<file path="config.mk">
export PLATFORM = sky130hd
export DESIGN_NAME = add2_clip_sched_flat
export DESIGN_NICKNAME = d
export VERILOG_FILES = /design/src/rtl/add2_clip_sched_if.sv /design/src/rtl/add2_clip_sched.sv /design/src/flat_wrapper.sv
export SDC_FILE = /design/constraint.sdc
export NUM_CORES = 1
export LEC_CHECK = 0
export ABC_AREA = 1
export BUFFER_PORTS_ARGS = -buffer_cell sky130_fd_sc_hd__buf_2
export CAP_MARGIN = 20
export CORE_UTILIZATION = 56
export DETAILED_ROUTE_END_ITERATION = 12
export PLACE_DENSITY = 0.83
export SLEW_MARGIN = 20
export SYNTH_ARGS = -nofsm -noshare
export SYNTH_HDL_FRONTEND = slang
export SYNTH_SLANG_ARGS = --single-unit
</file>
<file path="constraint.sdc">
create_clock -name clk -period 9 [get_ports clk]
set_input_delay 2.7 -clock clk [delete_from_list [all_inputs] [get_ports clk]]
set_output_delay 2.7 -clock clk [all_outputs]
set_load 0.02 [all_outputs]
</file>
<file path="src/rtl/add2_clip_sched_if.sv">
`default_nettype none
// +--------------------------------------------------------------------------+
// | add2_clip_sched_if : requester and result handshake bundle                |
// | Rev 1.0                                                                   |
// +--------------------------------------------------------------------------+
interface add2_clip_sched_if #(
  parameter int WIDTH = 16,
  parameter int NREQ  = 4,
  parameter int IDW   = 2
);
  logic [NREQ-1:0]       req_valid;
  logic [NREQ-1:0]       req_ready;
  logic [NREQ*WIDTH-1:0] req_in1;
  logic [NREQ*WIDTH-1:0] req_in2;
  logic [NREQ-1:0]       req_mask;
  logic                  res_valid;
  logic                  res_ready;
  logic [WIDTH-1:0]      res_sum;
  logic [IDW-1:0]        res_id;
  logic                  res_sat;
  logic                  busy;

  modport master (
    output req_valid, req_in1, req_in2, req_mask, res_ready,
    input  req_ready, res_valid, res_sum, res_id, res_sat, busy
  );

  modport slave (
    input  req_valid, req_in1, req_in2, req_mask, res_ready,
    output req_ready, res_valid, res_sum, res_id, res_sat, busy
  );
endinterface
`default_nettype wire

</file>
<file path="src/rtl/add2_clip_sched.sv">
`default_nettype none
// +--------------------------------------------------------------------------+
// | add2_clip_sched : round-robin shared saturating adder with credit FIFO    |
// | Rev 1.0                                                                   |
// +--------------------------------------------------------------------------+
module add2_clip_sched #(
  parameter int WIDTH = 16,
  parameter int NREQ  = 4,
  parameter int IDW   = 2,
  parameter int DEPTH = 4
) (
  input  logic               clk,
  input  logic               rst,
  add2_clip_sched_if.slave   bus
);
  localparam int AW = (DEPTH > 1) ? $clog2(DEPTH) : 1;
  localparam int CW = $clog2(DEPTH + 1);
  localparam int EW = IDW + 1 + WIDTH;
  localparam logic [WIDTH-1:0] SMAX = {1'b0, {(WIDTH-1){1'b1}}};
  localparam logic [WIDTH-1:0] SMIN = {1'b1, {(WIDTH-1){1'b0}}};

  logic [NREQ-1:0]  elig;
  logic             grant_found;
  logic [IDW-1:0]   grant_idx;
  logic             issue;
  int               idx;
  logic [IDW-1:0]   ptr_q, ptr_d;
  logic [CW-1:0]    cred_q, cred_d;

  logic             s1_vld_q;
  logic [WIDTH-1:0] s1_a_q, s1_b_q;
  logic [IDW-1:0]   s1_id_q;

  logic [WIDTH:0]   wide;
  logic [WIDTH-1:0] sum_d;
  logic             sat_d;
  logic             s2_vld_q, s2_sat_q;
  logic [WIDTH-1:0] s2_sum_q;
  logic [IDW-1:0]   s2_id_q;

  logic [EW-1:0]    mem [DEPTH];
  logic [AW-1:0]    wr_q, rd_q;
  logic [CW-1:0]    cnt_q;
  logic [EW-1:0]    head;
  logic             fifo_nempty, pop;
  logic [WIDTH-1:0] hold_sum_q;
  logic [IDW-1:0]   hold_id_q;
  logic             hold_sat_q;

  assign elig = bus.req_valid & bus.req_mask;

  // First eligible requester at or after ptr, wrapping upward.
  always_comb begin
    grant_found = 1'b0;
    grant_idx   = '0;
    idx         = 0;
    for (int k = 0; k < NREQ; k++) begin
      idx = int'(ptr_q) + k;
      if (idx >= NREQ) idx = idx - NREQ;
      if (!grant_found && elig[idx]) begin
        grant_found = 1'b1;
        grant_idx   = IDW'(idx);
      end
    end
  end

  assign issue         = grant_found && (cred_q != '0) && !rst;
  assign bus.req_ready = issue ? (NREQ'(1) << grant_idx) : '0;

  always_comb begin
    ptr_d = ptr_q;
    if (issue) ptr_d = (int'(grant_idx) == NREQ - 1) ? '0 : grant_idx + 1'b1;
  end

  assign pop    = fifo_nempty && bus.res_ready;
  assign cred_d = cred_q - CW'(issue) + CW'(pop);

  // Overflow shows up as disagreement between the two top bits of the wide sum.
  always_comb begin
    wide  = {s1_a_q[WIDTH-1], s1_a_q} + {s1_b_q[WIDTH-1], s1_b_q};
    sum_d = wide[WIDTH-1:0];
    sat_d = 1'b0;
    if (wide[WIDTH] != wide[WIDTH-1]) begin
      sat_d = 1'b1;
      sum_d = wide[WIDTH] ? SMIN : SMAX;
    end
  end

  always_ff @(posedge clk or posedge rst) begin
    if (rst) begin
      ptr_q    <= '0;
      cred_q   <= CW'(DEPTH);
      s1_vld_q <= 1'b0;
      s1_a_q   <= '0;
      s1_b_q   <= '0;
      s1_id_q  <= '0;
      s2_vld_q <= 1'b0;
      s2_sum_q <= '0;
      s2_sat_q <= 1'b0;
      s2_id_q  <= '0;
    end else begin
      ptr_q    <= ptr_d;
      cred_q   <= cred_d;
      s1_vld_q <= issue;
      if (issue) begin
        s1_a_q  <= bus.req_in1[grant_idx*WIDTH +: WIDTH];
        s1_b_q  <= bus.req_in2[grant_idx*WIDTH +: WIDTH];
        s1_id_q <= grant_idx;
      end
      s2_vld_q <= s1_vld_q;
      if (s1_vld_q) begin
        s2_sum_q <= sum_d;
        s2_sat_q <= sat_d;
        s2_id_q  <= s1_id_q;
      end
    end
  end

  always_ff @(posedge clk) begin
    if (s2_vld_q) mem[wr_q] <= {s2_id_q, s2_sat_q, s2_sum_q};
  end

  assign head        = mem[rd_q];
  assign fifo_nempty = (cnt_q != '0);

  // Credits guarantee a free slot for every push, so no full check is needed.
  always_ff @(posedge clk or posedge rst) begin
    if (rst) begin
      wr_q       <= '0;
      rd_q       <= '0;
      cnt_q      <= '0;
      hold_sum_q <= '0;
      hold_id_q  <= '0;
      hold_sat_q <= 1'b0;
    end else begin
      if (s2_vld_q) wr_q <= wr_q + 1'b1;
      if (pop) begin
        rd_q       <= rd_q + 1'b1;
        hold_sum_q <= head[WIDTH-1:0];
        hold_sat_q <= head[WIDTH];
        hold_id_q  <= head[EW-1 -: IDW];
      end
      cnt_q <= cnt_q + CW'(s2_vld_q) - CW'(pop);
    end
  end

  assign bus.res_valid = fifo_nempty;
  assign bus.res_sum   = fifo_nempty ? head[WIDTH-1:0]   : hold_sum_q;
  assign bus.res_sat   = fifo_nempty ? head[WIDTH]       : hold_sat_q;
  assign bus.res_id    = fifo_nempty ? head[EW-1 -: IDW] : hold_id_q;
  assign bus.busy      = s1_vld_q | s2_vld_q | fifo_nempty;

endmodule
`default_nettype wire

</file>
<file path="src/flat_wrapper.sv">
// flat-port wrapper written by rule: the top's interface ports become plain ports
module add2_clip_sched_flat 
#(
  parameter int WIDTH = 16,
  parameter int NREQ  = 4,
  parameter int IDW   = 2,
  parameter int DEPTH = 4
)
  (clk, rst, bus_req_valid, bus_req_in1, bus_req_in2, bus_req_mask, bus_res_ready, bus_req_ready, bus_res_valid, bus_res_sum, bus_res_id, bus_res_sat, bus_busy);
  add2_clip_sched_if #(.WIDTH(WIDTH), .NREQ(NREQ), .IDW(IDW)) bus_i ();
  input  logic clk;
  input  logic rst;
  input wire logic [$bits(bus_i.req_valid)-1:0] bus_req_valid;
  input wire logic [$bits(bus_i.req_in1)-1:0] bus_req_in1;
  input wire logic [$bits(bus_i.req_in2)-1:0] bus_req_in2;
  input wire logic [$bits(bus_i.req_mask)-1:0] bus_req_mask;
  input wire logic [$bits(bus_i.res_ready)-1:0] bus_res_ready;
  output wire logic [$bits(bus_i.req_ready)-1:0] bus_req_ready;
  output wire logic [$bits(bus_i.res_valid)-1:0] bus_res_valid;
  output wire logic [$bits(bus_i.res_sum)-1:0] bus_res_sum;
  output wire logic [$bits(bus_i.res_id)-1:0] bus_res_id;
  output wire logic [$bits(bus_i.res_sat)-1:0] bus_res_sat;
  output wire logic [$bits(bus_i.busy)-1:0] bus_busy;
  assign bus_i.req_valid = bus_req_valid;
  assign bus_i.req_in1 = bus_req_in1;
  assign bus_i.req_in2 = bus_req_in2;
  assign bus_i.req_mask = bus_req_mask;
  assign bus_i.res_ready = bus_res_ready;
  assign bus_req_ready = bus_i.req_ready;
  assign bus_res_valid = bus_i.res_valid;
  assign bus_res_sum = bus_i.res_sum;
  assign bus_res_id = bus_i.res_id;
  assign bus_res_sat = bus_i.res_sat;
  assign bus_busy = bus_i.busy;
  add2_clip_sched #(.WIDTH(WIDTH), .NREQ(NREQ), .IDW(IDW), .DEPTH(DEPTH)) u_core (.clk(clk), .rst(rst), .bus(bus_i));
endmodule
</file>
==> results.ini, run 1 <==
[timing]
worst_slew_pin_slew_ns = 0.882
fin_setup_tns_ns = 0
max_freq_mhz = 136
post-route-min-period_ns = 7.35
finClkSkew_ns = 0.00608
hold_viol_final = 0
layout_setup_ws_ns = 1.65
drv_slew = 0
setup_viol = 0
relSlewSlack_pct = 41.2
finalCritPeriodShare_pct = 81.7
rsz0062_at_grt = false

[cts]
clkLatencyLatePin_ns = 0.43
post_cts_resized = 0
cts-root-buf = clkbuf_16
hold_buffers = 0
path_clk_slew_ns = 0.06
numCtsBuffers = 17
post-cts-setup-buffers = 0
htreeDepth = 4
cts_tree = yes
clock_sink_count = 162
cts_buffer_depth = 2

[synthesis]
synthArstFlopShare_pct = 53.1
synthFlopType = dfrtp_1
syn-instance-count = 1040
netlist_area_um2 = 8770
netlist.area_leader.share_pct = 26.0
yosysTopAreaCell = edfxtp_1
yosys_warnings = 0
syn-num-nets = 1210
synth_edf_count = 76
ys_types = 30
avgSynthCellArea_um2 = 8.43
ys_top_cells_by_area = edfxtp_1 26%, dfrtp_1 24%, nand2_1 18%
ys_ff_latch = 162
ys_seq_area_share_pct = 50.6

[run]
drv_cap = 0

[global_route]
grt_antenna_before_repair = 0
grt_max_degree = 87
grt_overflow = 0
grt_pass1_vias = 6992
grt_pass1_wl_mm = 32.5
grt_use_total_pct = 25.7

[die]
die_x_um = 127
initial_core_util_pct = 57.5
rows = 45
die_area_um2 = 16200
core_area_um2 = 15300
die_y_um = 127
io_pins = 164

[hold_path]
hold_end = u_core.hold_sum_q[5]
holdCritPathClass = register to register
hp-start = u_core.hold_sum_q[5]
whs_path_depth = 2

[place]
placed_cell_area_um2 = 9600
dp_hpwl_mm = 13.6
io_buffers = 163
gp_congestion = 0.904
dpl_worst_slack_ns = 1.68

[detailed_routing]
viasPerCell = 5.48
drtAntennaViolNets = 0
wl_per_cell_um = 14.2
drt-pass1-iter-count = 8
routed_wl_mm = 19.7
drc = 0
drt_first_iter_violations = 565
via_count = 7628

[finish]
final_util_pct = 66.6
final_area_um2 = 10200
layout-drive-gt1-share_pct = 19.0
diodes = 0
fin_nets = 1338
area_delta_synth_final_pct = 15.9

[critical_path]
r2r-start = u_core.ptr_q[0]
r2r_cells = 16
critical_path_arrival_ns = 4.65
worst_setup_path_start_kind = input port
worstSetupEndpointType = output pin
crit_type = input port to output pin
required_ns = 6.30
rr_endpoint = u_core.cred_q[2]
r2r_slack_ns = 5.56
cp_max_fo = 66

[power_and_ir_drop]
vdd_drop_max_mv = 0.383
powerDensity_nw_per_um2 = 443
leakagePower_nw = 4.87
total_power_mw = 4.50

[run_status]
status = finished clean

-- per-stage QoR --
step | hold slack (ns) | instances
3_5_place_dp | 0.473 | 1360
3_3_place_gp | 0.457 | 1360
5_1_grt | 0.498 | 1392
6_report | 0.484 | 1392
4_1_cts | 0.488 | 1392
2_1_floorplan | 0.393 | 1040
-- state kept, by name (all words and copies together), names as in the netlist --
signal and count:
u_core.rd_q 2, u_core.s2_sat_q 1, u_core.s1_b_q 16, u_core.cred_q 3
u_core.s1_a_q 16, u_core.s2_id_q 2, u_core.hold_id_q 2, u_core.s1_vld_q 1
u_core.ptr_q 2, u_core.mem 76, u_core.hold_sum_q 16, u_core.wr_q 2
u_core.hold_sat_q 1, u_core.s2_sum_q 16, u_core.s1_id_q 2, u_core.s2_vld_q 1
u_core.cnt_q 3
-- Yosys cell counts (3+ instances only) --
library cell	count
a32o_1	19
nor2_1	36
xor2_1	13
dfrtp_1	85
ha_1	28
inv_1	38
buf_6	3
nand3_2	5
nand2_1	427
o21ai_0	51
fa_1	3
nand2_2	4
clkbuf_1	23
xnor2_1	4
nand4_1	66
buf_2	26
nand3_1	57
edfxtp_1	76
a21oi_1	51
buf_4	10
-- worst max-delay path, cell delays in order --
cell and delay (ns):
buf_2 0.09, nand2_1 0.05, nand2_1 0.07, nand2_1 0.09, nand2_1 0.08, nand2_2 0.09, nand3_2 0.08, buf_4 0.50
nand3_2 0.28, inv_1 0.15, ha_1 0.16, inv_1 0.05, nor2_1 0.08, buf_2 0.17
-- layer usage --
metal	global-route usage [%]	part of all wire (%)	vias to the layer above
li1	-	-	3764
met3	4.82	6.2	42
met1	32.2	42	3524
met5	0	0	-
met4	9.80	2.6	0
met2	44.2	49	298
-- report_power, final --
part	internal [mW]	total (mW)	leakage, nW	switching, mW
sequential	1.14	1.34	1.73	0.198
combinational	0.815	2.49	2.88	1.67
clock	0.382	0.675	0.259	0.294
-- layout make-up --
class                      instances  area [µm²]
fill                            1236        5100
clock inverter                    15         135
multi-input combinational        773        3850
inverter                          41         158
sequential                       162        4440
tap                              211         264
timing repair buffer             173         895
clock buffer                      17         425
-- worst max-delay path by stage --
stage / start / to / slack (ns)
4_1_cts: bus_req_valid[2] / bus_req_ready[3] / 1.68
2_1_floorplan: rst / bus_req_ready[0] / 0.77
5_1_grt: bus_req_valid[2] / bus_req_ready[1] / 1.40
3_3_place_gp: bus_req_valid[2] / bus_req_ready[3] / 1.75
3_5_place_dp: bus_req_valid[2] / bus_req_ready[3] / 1.68
6_report: bus_req_valid[3] / bus_req_ready[3] / 1.65
-- logic make-up after synthesis --
kind of cell	share of synthesized area, %
adders and majority gates	4.68
AOI/OAI and AO/OA	8.35
DFF	50.6
xor gates and xnor gates	1.70
buffers and inverters	5.58
and+or+nand+nor	29.1
-- placed cells by master (no fill, tap or decap), drive strengths merged, types with 2 or more instances in the layout --
cell,synthesis,final
dfrtp,85,85
buf,41,173
and2,2,2
clkbuf,23,17
nand3,62,62
ha,28,28
nand2,431,431
xor2,13,13
inv,41,43
clkinv,0,7
nor2,38,38
edfxtp,76,76
fa,3,3
clkinvlp,0,5
xnor2,4,4
a21oi,52,52
nand4,66,66
a21o,2,2
o21ai,51,51
a32o,19,19
Power figures use the tool's default switching activity.
==> inputs of run 2 (changes only) <==
Clock period 9 ns to 6.9 ns, I/O delays scaled along.
==> results.ini, run 2 (synthesis gave the netlist of run 1 again) <==
[run_status]
status = finished clean

[finish]
largest_register_ffs = 76  ; unchanged
fin_cells = 1393  ; +0.072%
fin_nets = 1338  ; unchanged
regMostFlops = u_core.mem
layout-drive-gt1-share_pct = 19.1  ; +0.17 points
area_delta_synth_final_pct = 16.3
final_cell_mix = 426 x nand2_1, 163 x buf_2, 85 x dfrtp_1
final_common_cell = nand2_1
fill_cells = 1277  ; +3.3%
final_area_um2 = 10200  ; +0.35%

[cts]
path_clk_slew_ns = 0.06  ; about the same
clkLatencyLatePin_ns = 0.43  ; about the same
clock_sink_count = 162  ; unchanged
hold_buffers = 0  ; unchanged
cts_buffer_depth = 2  ; unchanged
numCtsBuffers = 17  ; unchanged
htreeDepth = 4  ; unchanged
cts_tree = yes
post_cts_resized = 0  ; unchanged
cts-root-buf = clkbuf_16
post-cts-setup-buffers = 0  ; unchanged

[die]
initial_core_util_pct = 57.5  ; unchanged
die_y_um = 127  ; unchanged
core_area_um2 = 15300  ; unchanged
rows = 45  ; unchanged
die_area_um2 = 16200  ; unchanged
io_pins = 164  ; unchanged
die_x_um = 127  ; unchanged

[critical_path]
r2r_cells = 14  ; -2
r2r-start = u_core.ptr_q[0]
worstSetupEndpointType = output pin
rr_endpoint = u_core.cred_q[1]
cp_max_fo = 10  ; -85%
r2r_slack_ns = 3.92  ; -1.64 ns
required_ns = 4.83  ; -1.47 ns
endpoint = bus_req_ready[1]
worst_setup_path_start_kind = input port
startpoint = bus_req_valid[1]
critical_path_arrival_ns = 3.56  ; -1.09 ns
crit_type = input port to output pin

[place]
gp_congestion = 0.908  ; +0.46%
post-place-cells = 1360  ; unchanged
placed_cell_area_um2 = 9600  ; about the same
dpl_worst_slack_ns = 1.30  ; -0.385 ns
dp_hpwl_mm = 13.6  ; about the same
io_buffers = 163  ; unchanged

[detailed_routing]
via_count = 7588  ; -0.52%
wl_per_cell_um = 14.0  ; -1.1%
routed_wl_mm = 19.5  ; -1.0%
drt-pass1-iter-count = 6  ; -2
viasPerCell = 5.45  ; -0.60%
drtAntennaViolNets = 0  ; unchanged
drc = 0  ; unchanged
drt_first_iter_violations = 507  ; -10%

[timing]
max_freq_mhz = 177
hold_viol_final = 0  ; unchanged
post-route-min-period_ns = 5.63
rsz0062_at_grt = false
fin_setup_tns_ns = 0  ; unchanged
setup_viol = 0  ; unchanged
layout_setup_ws_ns = 1.27  ; -0.385 ns
worst_slew_pin_slew_ns = 0.855  ; -0.0271 ns
finalCritPeriodShare_pct = 81.7
relSlewSlack_pct = 43.0  ; +1.8 points
finClkSkew_ns = 0.00831  ; +0.00223 ns
drv_slew = 0  ; unchanged

[global_route]
grt_antenna_before_repair = 1  ; +1
grt_pass1_wl_mm = 32.1  ; -1.3%
grt_max_degree = 87  ; unchanged
grt_pass1_vias = 6817  ; -2.5%
grt_overflow = 0  ; unchanged
grt_use_total_pct = 25.3  ; -0.41 points

[power_and_ir_drop]
leakagePower_nw = 4.90  ; +0.63%
powerDensity_nw_per_um2 = 579  ; +31%
vdd_drop_max_mv = 0.601  ; +57%

[run]
drv_cap = 0  ; unchanged

[hold_path]
holdCritPathClass = register to register

## run 2: routing by layer
| layer | routed length, µm | vias to the layer above | global-route usage [%] |
|---|---|---|---|
| li1 | - | 3765 | - |
| met1 | 8600 | 3508 | 33.0 |
| met2 | 9310 | 278 | 41.6 |
| met3 | 1090 | 37 | 4.40 |
| met4 | 520 | 0 | 11.1 |
| met5 | 0 | - | 0 |
## run 2: report_power, final
group          leakage, nW  internal, mW  switching [mW]  total (mW)
Clock                0.293         0.517           0.422       0.939
Sequential            1.73          1.49           0.258        1.74
Combinational         2.87          1.06            2.16        3.22
Total                 4.90          3.07            2.84        5.91
## run 2: worst min path at each step
| stage | slack [ns] | endpoint | cells after the start | start |
|---|---|---|---|---|
| after floorplan | 0.39 | u_core.s2_vld_q | 0 | u_core.s1_vld_q |
| after global placement | 0.46 | u_core.rd_q[1] | 1 | u_core.rd_q[1] |
| after detailed placement | 0.47 | u_core.s2_id_q[1] | 2 | u_core.s1_id_q[1] |
| after CTS | 0.48 | u_core.rd_q[1] | 1 | u_core.rd_q[1] |
| after global routing | 0.51 | u_core.hold_sum_q[12] | 2 | u_core.hold_sum_q[12] |
| final | 0.49 | u_core.hold_sum_q[2] | 2 | u_core.hold_sum_q[2] |
## run 2: area by class of cell
class                      instances  area (µm²)  area share, %
sequential                       162        4440           43.5
multi-input combinational        773        3850           37.8
timing repair buffer             173         895           8.77
clock buffer                      17         425           4.17
tap                              211         264           2.59
clock inverter                    15         165           1.62
inverter                          41         160           1.57
antenna                            1        2.50         0.0245
## run 2: worst max-delay path, cell delays in order
cell	delay, ns
buf_2	0.08
nand2_1	0.06
o21ai_0	0.24
nand2_1	0.09
nand2_1	0.07
nand2_1	0.08
nand3_2	0.08
nand3_2	0.20
inv_1	0.14
ha_1	0.16
inv_1	0.04
nor2_1	0.08
buf_2	0.16
## run 2: per-stage QoR
| stage | total power [mW] | hold slack [ns] | utilization [%] |
|---|---|---|---|
| detailed placement | 4.96 | 0.466 | 62.9 |
| finish | 5.91 | 0.485 | 66.8 |
| global placement | 4.89 | 0.456 | 62.9 |
| CTS | 5.92 | 0.477 | 66.8 |
| floorplan | 4.28 | 0.393 | - |
| global route | 6.44 | 0.508 | 66.8 |
